[config.mk]
export PLATFORM = sky130hd
export DESIGN_NAME = timer_ctrl_unit_flat
export DESIGN_NICKNAME = d
export VERILOG_FILES = /design/src/rtl/timer_ctrl_unit_pkg.sv /design/src/rtl/timer_ctrl_unit_if.sv /design/src/rtl/timer_ctrl_unit_btn_sync_edge.sv /design/src/rtl/timer_ctrl_unit.sv /design/src/flat_wrapper.sv
export SDC_FILE = /design/constraint.sdc
export NUM_CORES = 1
export LEC_CHECK = 0
export CORE_ASPECT_RATIO = 1.25
export CORE_MARGIN = 2
export CORE_UTILIZATION = 55
export CTS_CLUSTER_SIZE = 14
export DETAILED_ROUTE_END_ITERATION = 6
export HOLD_SLACK_MARGIN = 0.06
export PLACE_DENSITY = 0.84
export SYNTH_ARGS = -nofsm -noshare
export SYNTH_HDL_FRONTEND = slang
export SYNTH_SLANG_ARGS = --single-unit
[constraint.sdc]
create_clock -name clk -period 2.2 [get_ports clk]
set_clock_uncertainty 0.1 [all_clocks]
set_input_delay 0.55 -clock clk [delete_from_list [all_inputs] [get_ports clk]]
set_output_delay 0.55 -clock clk [all_outputs]
set_load 0.03 [all_outputs]
[src/rtl/timer_ctrl_unit_pkg.sv]
// rtl/timer_ctrl_unit_pkg.sv - shared types and helpers for the min/sec timer control unit
//
// Contents:
//   state_t     : control FSM state encoding (also driven out on o_state for LEDs)
//   DIR_UP/DOWN : count direction values carried on o_dir
//   div_width() : bit width of the tick divider counter for a given divide ratio
package timer_ctrl_pkg;

    typedef enum logic [1:0] {
        STOP  = 2'b00,
        RUN   = 2'b01,
        CLEAR = 2'b10,
        DONE  = 2'b11
    } state_t;

    localparam logic DIR_UP   = 1'b0;
    localparam logic DIR_DOWN = 1'b1;

    // Counter must hold 0..div-1; never narrower than one bit.
    function automatic int div_width(input int div);
        return (div <= 2) ? 1 : $clog2(div);
    endfunction

endpackage

[src/rtl/timer_ctrl_unit_if.sv]
// rtl/timer_ctrl_unit_if.sv - button/switch inputs and datapath controls of the timer control unit
//
// Signals:
//   i_btn_run_stop, i_btn_clear : debounced pushbutton levels, asynchronous to clk
//   i_mode_down                 : direction switch (0 = up, 1 = down)
//   i_time_zero                 : datapath reports time == 00:00
//   o_tick                      : one-cycle count enable to the datapath
//   o_run, o_clear, o_done      : state flags
//   o_dir                       : latched direction to the datapath
//   o_state                     : current state for debug/LED
// Modports:
//   slave  : the control unit
//   master : the surrounding buttons/switch/datapath
interface timer_ctrl_if;
    import timer_ctrl_pkg::*;

    logic   i_btn_run_stop;
    logic   i_btn_clear;
    logic   i_mode_down;
    logic   i_time_zero;
    logic   o_tick;
    logic   o_run;
    logic   o_clear;
    logic   o_dir;
    logic   o_done;
    state_t o_state;

    modport slave (
        input  i_btn_run_stop, i_btn_clear, i_mode_down, i_time_zero,
        output o_tick, o_run, o_clear, o_dir, o_done, o_state
    );

    modport master (
        output i_btn_run_stop, i_btn_clear, i_mode_down, i_time_zero,
        input  o_tick, o_run, o_clear, o_dir, o_done, o_state
    );

endinterface

[src/rtl/timer_ctrl_unit_btn_sync_edge.sv]
// rtl/timer_ctrl_unit_btn_sync_edge.sv - button synchronizer and rising-edge pulse generator
//
// Ports:
//   clk     : system clock
//   rst     : asynchronous active-high reset
//   i_btn   : debounced button level, asynchronous to clk
//   o_pulse : registered one-cycle pulse per press; a held button yields one pulse
module btn_sync_edge (
    input  logic clk,
    input  logic rst,
    input  logic i_btn,
    output logic o_pulse
);

    logic sync_q1;
    logic sync_q2;
    logic sync_q3;

    // sync_q1/sync_q2 form the metastability synchronizer; sync_q3 is the
    // previous synchronized level for edge detection. The pulse is registered,
    // so the FSM reacts on the third edge after the first high sample.
    always_ff @(posedge clk or posedge rst) begin
        if (rst) begin
            sync_q1 <= 1'b0;
            sync_q2 <= 1'b0;
            sync_q3 <= 1'b0;
            o_pulse <= 1'b0;
        end else begin
            sync_q1 <= i_btn;
            sync_q2 <= sync_q1;
            sync_q3 <= sync_q2;
            o_pulse <= sync_q2 & ~sync_q3;
        end
    end

endmodule

[src/rtl/timer_ctrl_unit.sv]
// rtl/timer_ctrl_unit.sv - run/stop/clear/done sequencer and gated timebase for the min/sec timer
//
// Parameters:
//   CLK_FREQ_HZ : system clock frequency
//   TICK_HZ     : count-enable rate; DIV = CLK_FREQ_HZ / TICK_HZ must be >= 2
// Ports:
//   clk : system clock, rising edge
//   rst : asynchronous active-high reset
//   bus : timer_ctrl_if.slave - button/switch/time-zero inputs, tick/state outputs
module timer_ctrl_unit
    import timer_ctrl_pkg::*;
#(
    parameter int CLK_FREQ_HZ = 100_000_000,
    parameter int TICK_HZ     = 100
) (
    input  logic         clk,
    input  logic         rst,
    timer_ctrl_if.slave  bus
);

    localparam int                DIV     = CLK_FREQ_HZ / TICK_HZ;
    localparam int                CNT_W   = div_width(DIV);
    localparam logic [CNT_W-1:0]  CNT_MAX = CNT_W'(DIV - 1);

    generate
        if (DIV < 2) begin : g_div_check
            $error("timer_ctrl_unit: CLK_FREQ_HZ/TICK_HZ must be at least 2");
        end
    endgenerate

    logic             run_pulse;
    logic             clr_pulse;
    logic             zero_hit;
    state_t           state_q;
    state_t           state_d;
    logic [CNT_W-1:0] cnt_q;

    btn_sync_edge u_run_sync (
        .clk     (clk),
        .rst     (rst),
        .i_btn   (bus.i_btn_run_stop),
        .o_pulse (run_pulse)
    );

    btn_sync_edge u_clr_sync (
        .clk     (clk),
        .rst     (rst),
        .i_btn   (bus.i_btn_clear),
        .o_pulse (clr_pulse)
    );

    // Countdown has reached 00:00; only meaningful with the latched direction.
    assign zero_hit = (bus.o_dir == DIR_DOWN) && bus.i_time_zero;

    // Clear beats run in STOP/DONE; run beats clear in RUN (clear ignored there).
    always_comb begin
        state_d = state_q;
        case (state_q)
            STOP: begin
                if (clr_pulse)
                    state_d = CLEAR;
                else if (run_pulse && !zero_hit)
                    state_d = RUN;
            end
            RUN: begin
                if (run_pulse)
                    state_d = STOP;
                else if (zero_hit)
                    state_d = DONE;
            end
            CLEAR: state_d = STOP;
            DONE: begin
                if (clr_pulse)
                    state_d = CLEAR;
            end
            default: state_d = STOP;
        endcase
    end

    always_ff @(posedge clk or posedge rst) begin
        if (rst) begin
            state_q     <= STOP;
            cnt_q       <= '0;
            bus.o_tick  <= 1'b0;
            bus.o_run   <= 1'b0;
            bus.o_clear <= 1'b0;
            bus.o_done  <= 1'b0;
            bus.o_dir   <= DIR_UP;
            bus.o_state <= STOP;
        end else begin
            state_q     <= state_d;
            bus.o_state <= state_d;
            bus.o_run   <= (state_d == RUN);
            bus.o_clear <= (state_d == CLEAR);
            bus.o_done  <= (state_d == DONE);

            // Direction is frozen while counting so a mid-run switch flip
            // only applies after the next stop.
            if (state_q == STOP || state_q == CLEAR)
                bus.o_dir <= bus.i_mode_down;

            // The divider only advances on cycles that stay in RUN. Leaving RUN
            // freezes the phase (including at DIV-1), so resume picks up where
            // it paused and no tick can leak into STOP or DONE.
            bus.o_tick <= 1'b0;
            if (state_q == CLEAR) begin
                cnt_q <= '0;
            end else if (state_q == RUN && state_d == RUN) begin
                cnt_q      <= (cnt_q == CNT_MAX) ? '0 : cnt_q + CNT_W'(1);
                bus.o_tick <= (cnt_q == CNT_MAX);
            end
        end
    end

endmodule

[src/flat_wrapper.sv]
// flat-port wrapper written by rule: the top's interface ports become plain ports
module timer_ctrl_unit_flat import timer_ctrl_pkg::*;
#(
    parameter int CLK_FREQ_HZ = 100_000_000,
    parameter int TICK_HZ     = 100
)
  (clk, rst, bus_i_btn_run_stop, bus_i_btn_clear, bus_i_mode_down, bus_i_time_zero, bus_o_tick, bus_o_run, bus_o_clear, bus_o_dir, bus_o_done, bus_o_state);
  timer_ctrl_if bus_i ();
  input  logic clk;
  input  logic rst;
  input wire logic [$bits(bus_i.i_btn_run_stop)-1:0] bus_i_btn_run_stop;
  input wire logic [$bits(bus_i.i_btn_clear)-1:0] bus_i_btn_clear;
  input wire logic [$bits(bus_i.i_mode_down)-1:0] bus_i_mode_down;
  input wire logic [$bits(bus_i.i_time_zero)-1:0] bus_i_time_zero;
  output wire logic [$bits(bus_i.o_tick)-1:0] bus_o_tick;
  output wire logic [$bits(bus_i.o_run)-1:0] bus_o_run;
  output wire logic [$bits(bus_i.o_clear)-1:0] bus_o_clear;
  output wire logic [$bits(bus_i.o_dir)-1:0] bus_o_dir;
  output wire logic [$bits(bus_i.o_done)-1:0] bus_o_done;
  output wire logic [$bits(bus_i.o_state)-1:0] bus_o_state;
  assign bus_i.i_btn_run_stop = bus_i_btn_run_stop;
  assign bus_i.i_btn_clear = bus_i_btn_clear;
  assign bus_i.i_mode_down = bus_i_mode_down;
  assign bus_i.i_time_zero = bus_i_time_zero;
  assign bus_o_tick = bus_i.o_tick;
  assign bus_o_run = bus_i.o_run;
  assign bus_o_clear = bus_i.o_clear;
  assign bus_o_dir = bus_i.o_dir;
  assign bus_o_done = bus_i.o_done;
  assign bus_o_state = bus_i.o_state;
  timer_ctrl_unit #(.CLK_FREQ_HZ(CLK_FREQ_HZ), .TICK_HZ(TICK_HZ)) u_core (.clk(clk), .rst(rst), .bus(bus_i));
endmodule
==> impl_summary.md <==
Synthesis
The number of synthesized register bits is 35. The total number of yosys warnings is 0. Of all flip-flops after synthesis, the portion carrying an async set or reset was 1.00. Each instance of the synthesized netlist takes up on average approximately 9.8 um2.

The number of enable-type register cells in the synthesized netlist is 0. The cell area that synthesis handed to floorplanning was approximately 1700 um2. After synthesis, the cell types taking the most area are sky130_fd_sc_hd__dfrtp_1 50%, sky130_fd_sc_hd__nand3_1 5.2%, sky130_fd_sc_hd__nand2_1 5.2%.

The cell count after synthesis is between 150 and 200. The fraction of the yosys area taken by sequential cells is 0.503. The post-synth net total is 185. In the post-synthesis netlist, the cell with the most instances is sky130_fd_sc_hd__dfrtp_1.

By count the netlist is led by 35 x sky130_fd_sc_hd__dfrtp_1, 24 x sky130_fd_sc_hd__nand2_1, 18 x sky130_fd_sc_hd__nand3_1, 12 x sky130_fd_sc_hd__nor2_1. The most frequently used flop master after synthesis is sky130_fd_sc_hd__dfrtp_1. The share of the synthesized area in the top cell type is 0.503. The cell type with the highest aggregate area in the netlist is sky130_fd_sc_hd__dfrtp_1.

The post-synthesis cell type count is 48.

Global routing
The number of global-route vias before repair is between 1.5k and 2k. The wire length of the first global-routing pass is approximately 6700 um. The maximum number of pins on one net before global-route repair is 36. The global router's overall resource usage is 0.262. After global routing the overflow that remains totals 0. The number of antenna violations at the first check in global routing is 0.

Clock network
Gates resized during post-CTS repair numbered 2. CTS placed an instance of sky130_fd_sc_hd__clkbuf_4 at the clock tree root. Clock latency on the worst-skew pair, taken at its later pin, is 0.36 ns. In this run, CTS created clock tree buffers numbering 5. TritonCTS built the clock tree.

The H-tree was split into 2 levels. The post-CTS setup buffer count is 0. Clock-pin slew was measured on the worst setup and hold paths at 0.12 ns.

The clock drives 35 sinks. The number of hold buffers added after CTS was 0. The longest clock path from root to sink contains 2 buffers.

Placement
The final HPWL from detailed placement is 2790 um. After detailed placement, the total cell area comes to between 1500 and 2000 um2. Routability-driven placement finished with a final weighted congestion of approximately 0.87. Input and output buffers added on the ports amount to 12. At the placement stage, the worst setup path has a slack of -0.114 ns.

Drt
The first-pass detailed-route iteration total is 4. In the routed layout, each cell is associated on average with a via count of about 6.3. The routed via count is 1504. The final antenna-violating net count is 0. For this run, design rule violations remaining after detail routing come to 0. The number of DRC markers in iteration 0 is 60. The aggregate routed wire length is just under 4000 um. After detailed routing, the average wire length per cell comes to 16.3 um.

Worst setup path
The cell family contributing the most delay on the critical path is buffers and inverters. STA classifies the critical path startpoint as a register. The type of element capturing the critical path is an output port. Data on the critical path is required at its endpoint by 1.55 ns. The peak fanout along the critical path is 3. The critical path data arrival time is between 1 and 1.5 ns. The peak per-stage delay on the critical path is around 0.67 ns. The critical path goes through clkdlybuf4s50_1.

The setup path with the least slack is of type register to output port. The cell with the largest stage delay on the worst path is sky130_fd_sc_hd__clkdlybuf4s50_1. The number of buffers and inverters on the critical path is 1.

Floorplanning
The floorplan step defined a die boundary enclosing around 3600 um2. The initial utilization of the core area, before any placement, comes to 0.586. The floorplan step set the die width to around 54 um. The top-level port count is 13.

The site row count is 22. In this run the standard cell core region covers 2970 um2. In this run the vertical extent of the chip is 66.9 um.

STA
The max-slew violation count is 0. The count of endpoints failing hold in the final timing report was 0. The pin slew with the least headroom to its limit is about 0.44 ns.

The worst pin sits at a relative slew slack of 0.710. The shortest clock period the worst path allows after layout is 2.05 ns. On the final layout, the worst hold slack is roughly 0.27 ns.

Setup violations remaining at the end of the flow were counted as 0. The least setup slack across all paths after layout is between 0.1 and 0.15 ns. Dividing the final minimum period by the clock period gives 0.934.

Based on the critical path, the design can be clocked at up to about 500 MHz. Setup repair after global routing left no endpoint under its margin.

Worst hold path
The worst hold-check path type is register to register.

Power
Across the VDD grid, the largest voltage drop is approximately 710 uV. The ratio of total power to cell area is a little under 900 nW/um2. Summed over all cells, the static leakage comes to 0.000874 uW.

Layout
In the final layout, the share of cells above drive strength 1 is 0.139. The area growth from synthesis to layout is 13.9%. The post-layout net count is 207.

The number of inserted diodes is 0. The finished cells cover 1980 um2.

Run status
The flow ran to the end, and the final reports show no timing, DRC or antenna violations.

Run
The max-capacitance violation count is 0.
-- kinds of logic after synthesis --
logic type	after synthesis	share of synthesized area
AND/OR/NAND/NOR	93	0.302
flip-flops	35	0.503
AO/OA/AOI/OAI	30	0.118
buffers and inverters	16	0.0539
XOR/XNOR	2	0.0101
multiplexers	1	0.00647
adder cells (fa/ha/maj)	1	0.00718
-- metal layers --
| metal | wire [um] | GRT usage | share of wire | vias to the layer above |
|---|---|---|---|---|
| li1 | - | - | - | 703 |
| met1 | 1530 | 0.292 | 0.40 | 727 |
| met2 | 1990 | 0.443 | 0.51 | 56 |
| met3 | 215 | 0.0538 | 0.056 | 18 |
| met4 | 129 | 0.153 | 0.033 | 0 |
| met5 | 0 | 0 | 0 | - |
-- flip-flops by register name, indices dropped and copies added (netlist names) --
signal and cells:
u_core.bus.o_dir 1, u_core.cnt_q 20, u_core.bus.o_run 1, u_core.u_run_sync.o_pulse 1, u_core.u_run_sync.sync_q2 1, u_core.u_clr_sync.sync_q3 1
u_core.bus.o_tick 1, u_core.bus.o_state 2, u_core.u_clr_sync.o_pulse 1, u_core.u_run_sync.sync_q3 1, u_core.bus.o_done 1, u_core.bus.o_clear 1
u_core.u_clr_sync.sync_q2 1, u_core.u_clr_sync.sync_q1 1, u_core.u_run_sync.sync_q1 1
-- worst register-to-register path, cell delays in order, from the launching register on --
cell	delay, ns
sky130_fd_sc_hd__dfrtp_1	0.39
sky130_fd_sc_hd__buf_4	0.16
sky130_fd_sc_hd__nand4_2	0.15
sky130_fd_sc_hd__nor3_4	0.34
sky130_fd_sc_hd__nand4_1	0.17
sky130_fd_sc_hd__or4b_1	0.52
sky130_fd_sc_hd__o21ai_0	0.11
-- cell type report --
type	instances	area (um2)
fill	242	988
multi-input combinational	127	772
clock buffer	5	37.5
sequential	35	876
timing repair buffer	23	200
tap	36	45.0
clock inverter	3	23.8
inverter	8	30.0
-- layout by cell type, fill, tap and decap left out, drive strengths merged, types with 2 or more instances in the layout --
master	Yosys	routed
a21oi	5	5
a31oi	3	3
and2	3	3
and4	2	2
buf	2	11
clkbuf	6	5
clkdlybuf4s50	0	10
clkinvlp	0	2
dfrtp	35	35
dlygate4sd2	0	2
inv	8	9
nand2	24	24
nand3	18	18
nand3b	2	2
nand4	8	8
nor2	12	12
nor2b	2	2
nor3	5	5
nor4	5	5
nor4b	2	2
o21ai	8	8
o311ai	2	2
or3	3	3
or4b	2	2
xor2	2	2
-- final timing paths --
path / startpoint / to / slack [ns] / cells after the start
max in group asynchronous: rst / u_core.cnt_q[6]$_DFFE_PP0P_ / 1.21 / 3
hold / removal: u_core.u_clr_sync.sync_q1$_DFF_PP0_ / u_core.u_clr_sync.sync_q2$_DFF_PP0_ / 0.27 / 0
min in group asynchronous: rst / u_core.u_run_sync.o_pulse$_DFF_PP0_ / 0.47 / 3
hold reg to reg: u_core.u_clr_sync.sync_q1$_DFF_PP0_ / u_core.u_clr_sync.sync_q2$_DFF_PP0_ / 0.27 / 0
setup reg to reg: u_core.cnt_q[7]$_DFFE_PP0P_ / u_core.cnt_q[18]$_DFFE_PP0P_ / 0.18 / 6
setup / recovery: u_core.bus.o_dir$_DFFE_PP0P_ / bus_o_dir / 0.15 / 1
-- per-stage QoR --
step,utilization,setup TNS [ns],std cells,total power [uW]
2_1_floorplan,-,0,178,1170
3_3_place_gp,0.648,-0.197,229,1340
3_5_place_dp,0.648,-0.544,229,1390
4_1_cts,0.668,0,237,1750
5_1_grt,0.668,0,237,1860
6_report,0.668,0,237,1740
-- power by group --
| part | internal [uW] | switching (uW) | leakage (uW) |
|---|---|---|---|
| Clock | 128 | 245 | 0.0000278 |
| Sequential | 708 | 73.0 | 0.000465 |
| Combinational | 229 | 357 | 0.000381 |
| Total | 1070 | 675 | 0.000874 |
Power figures use the tool's default switching activity.
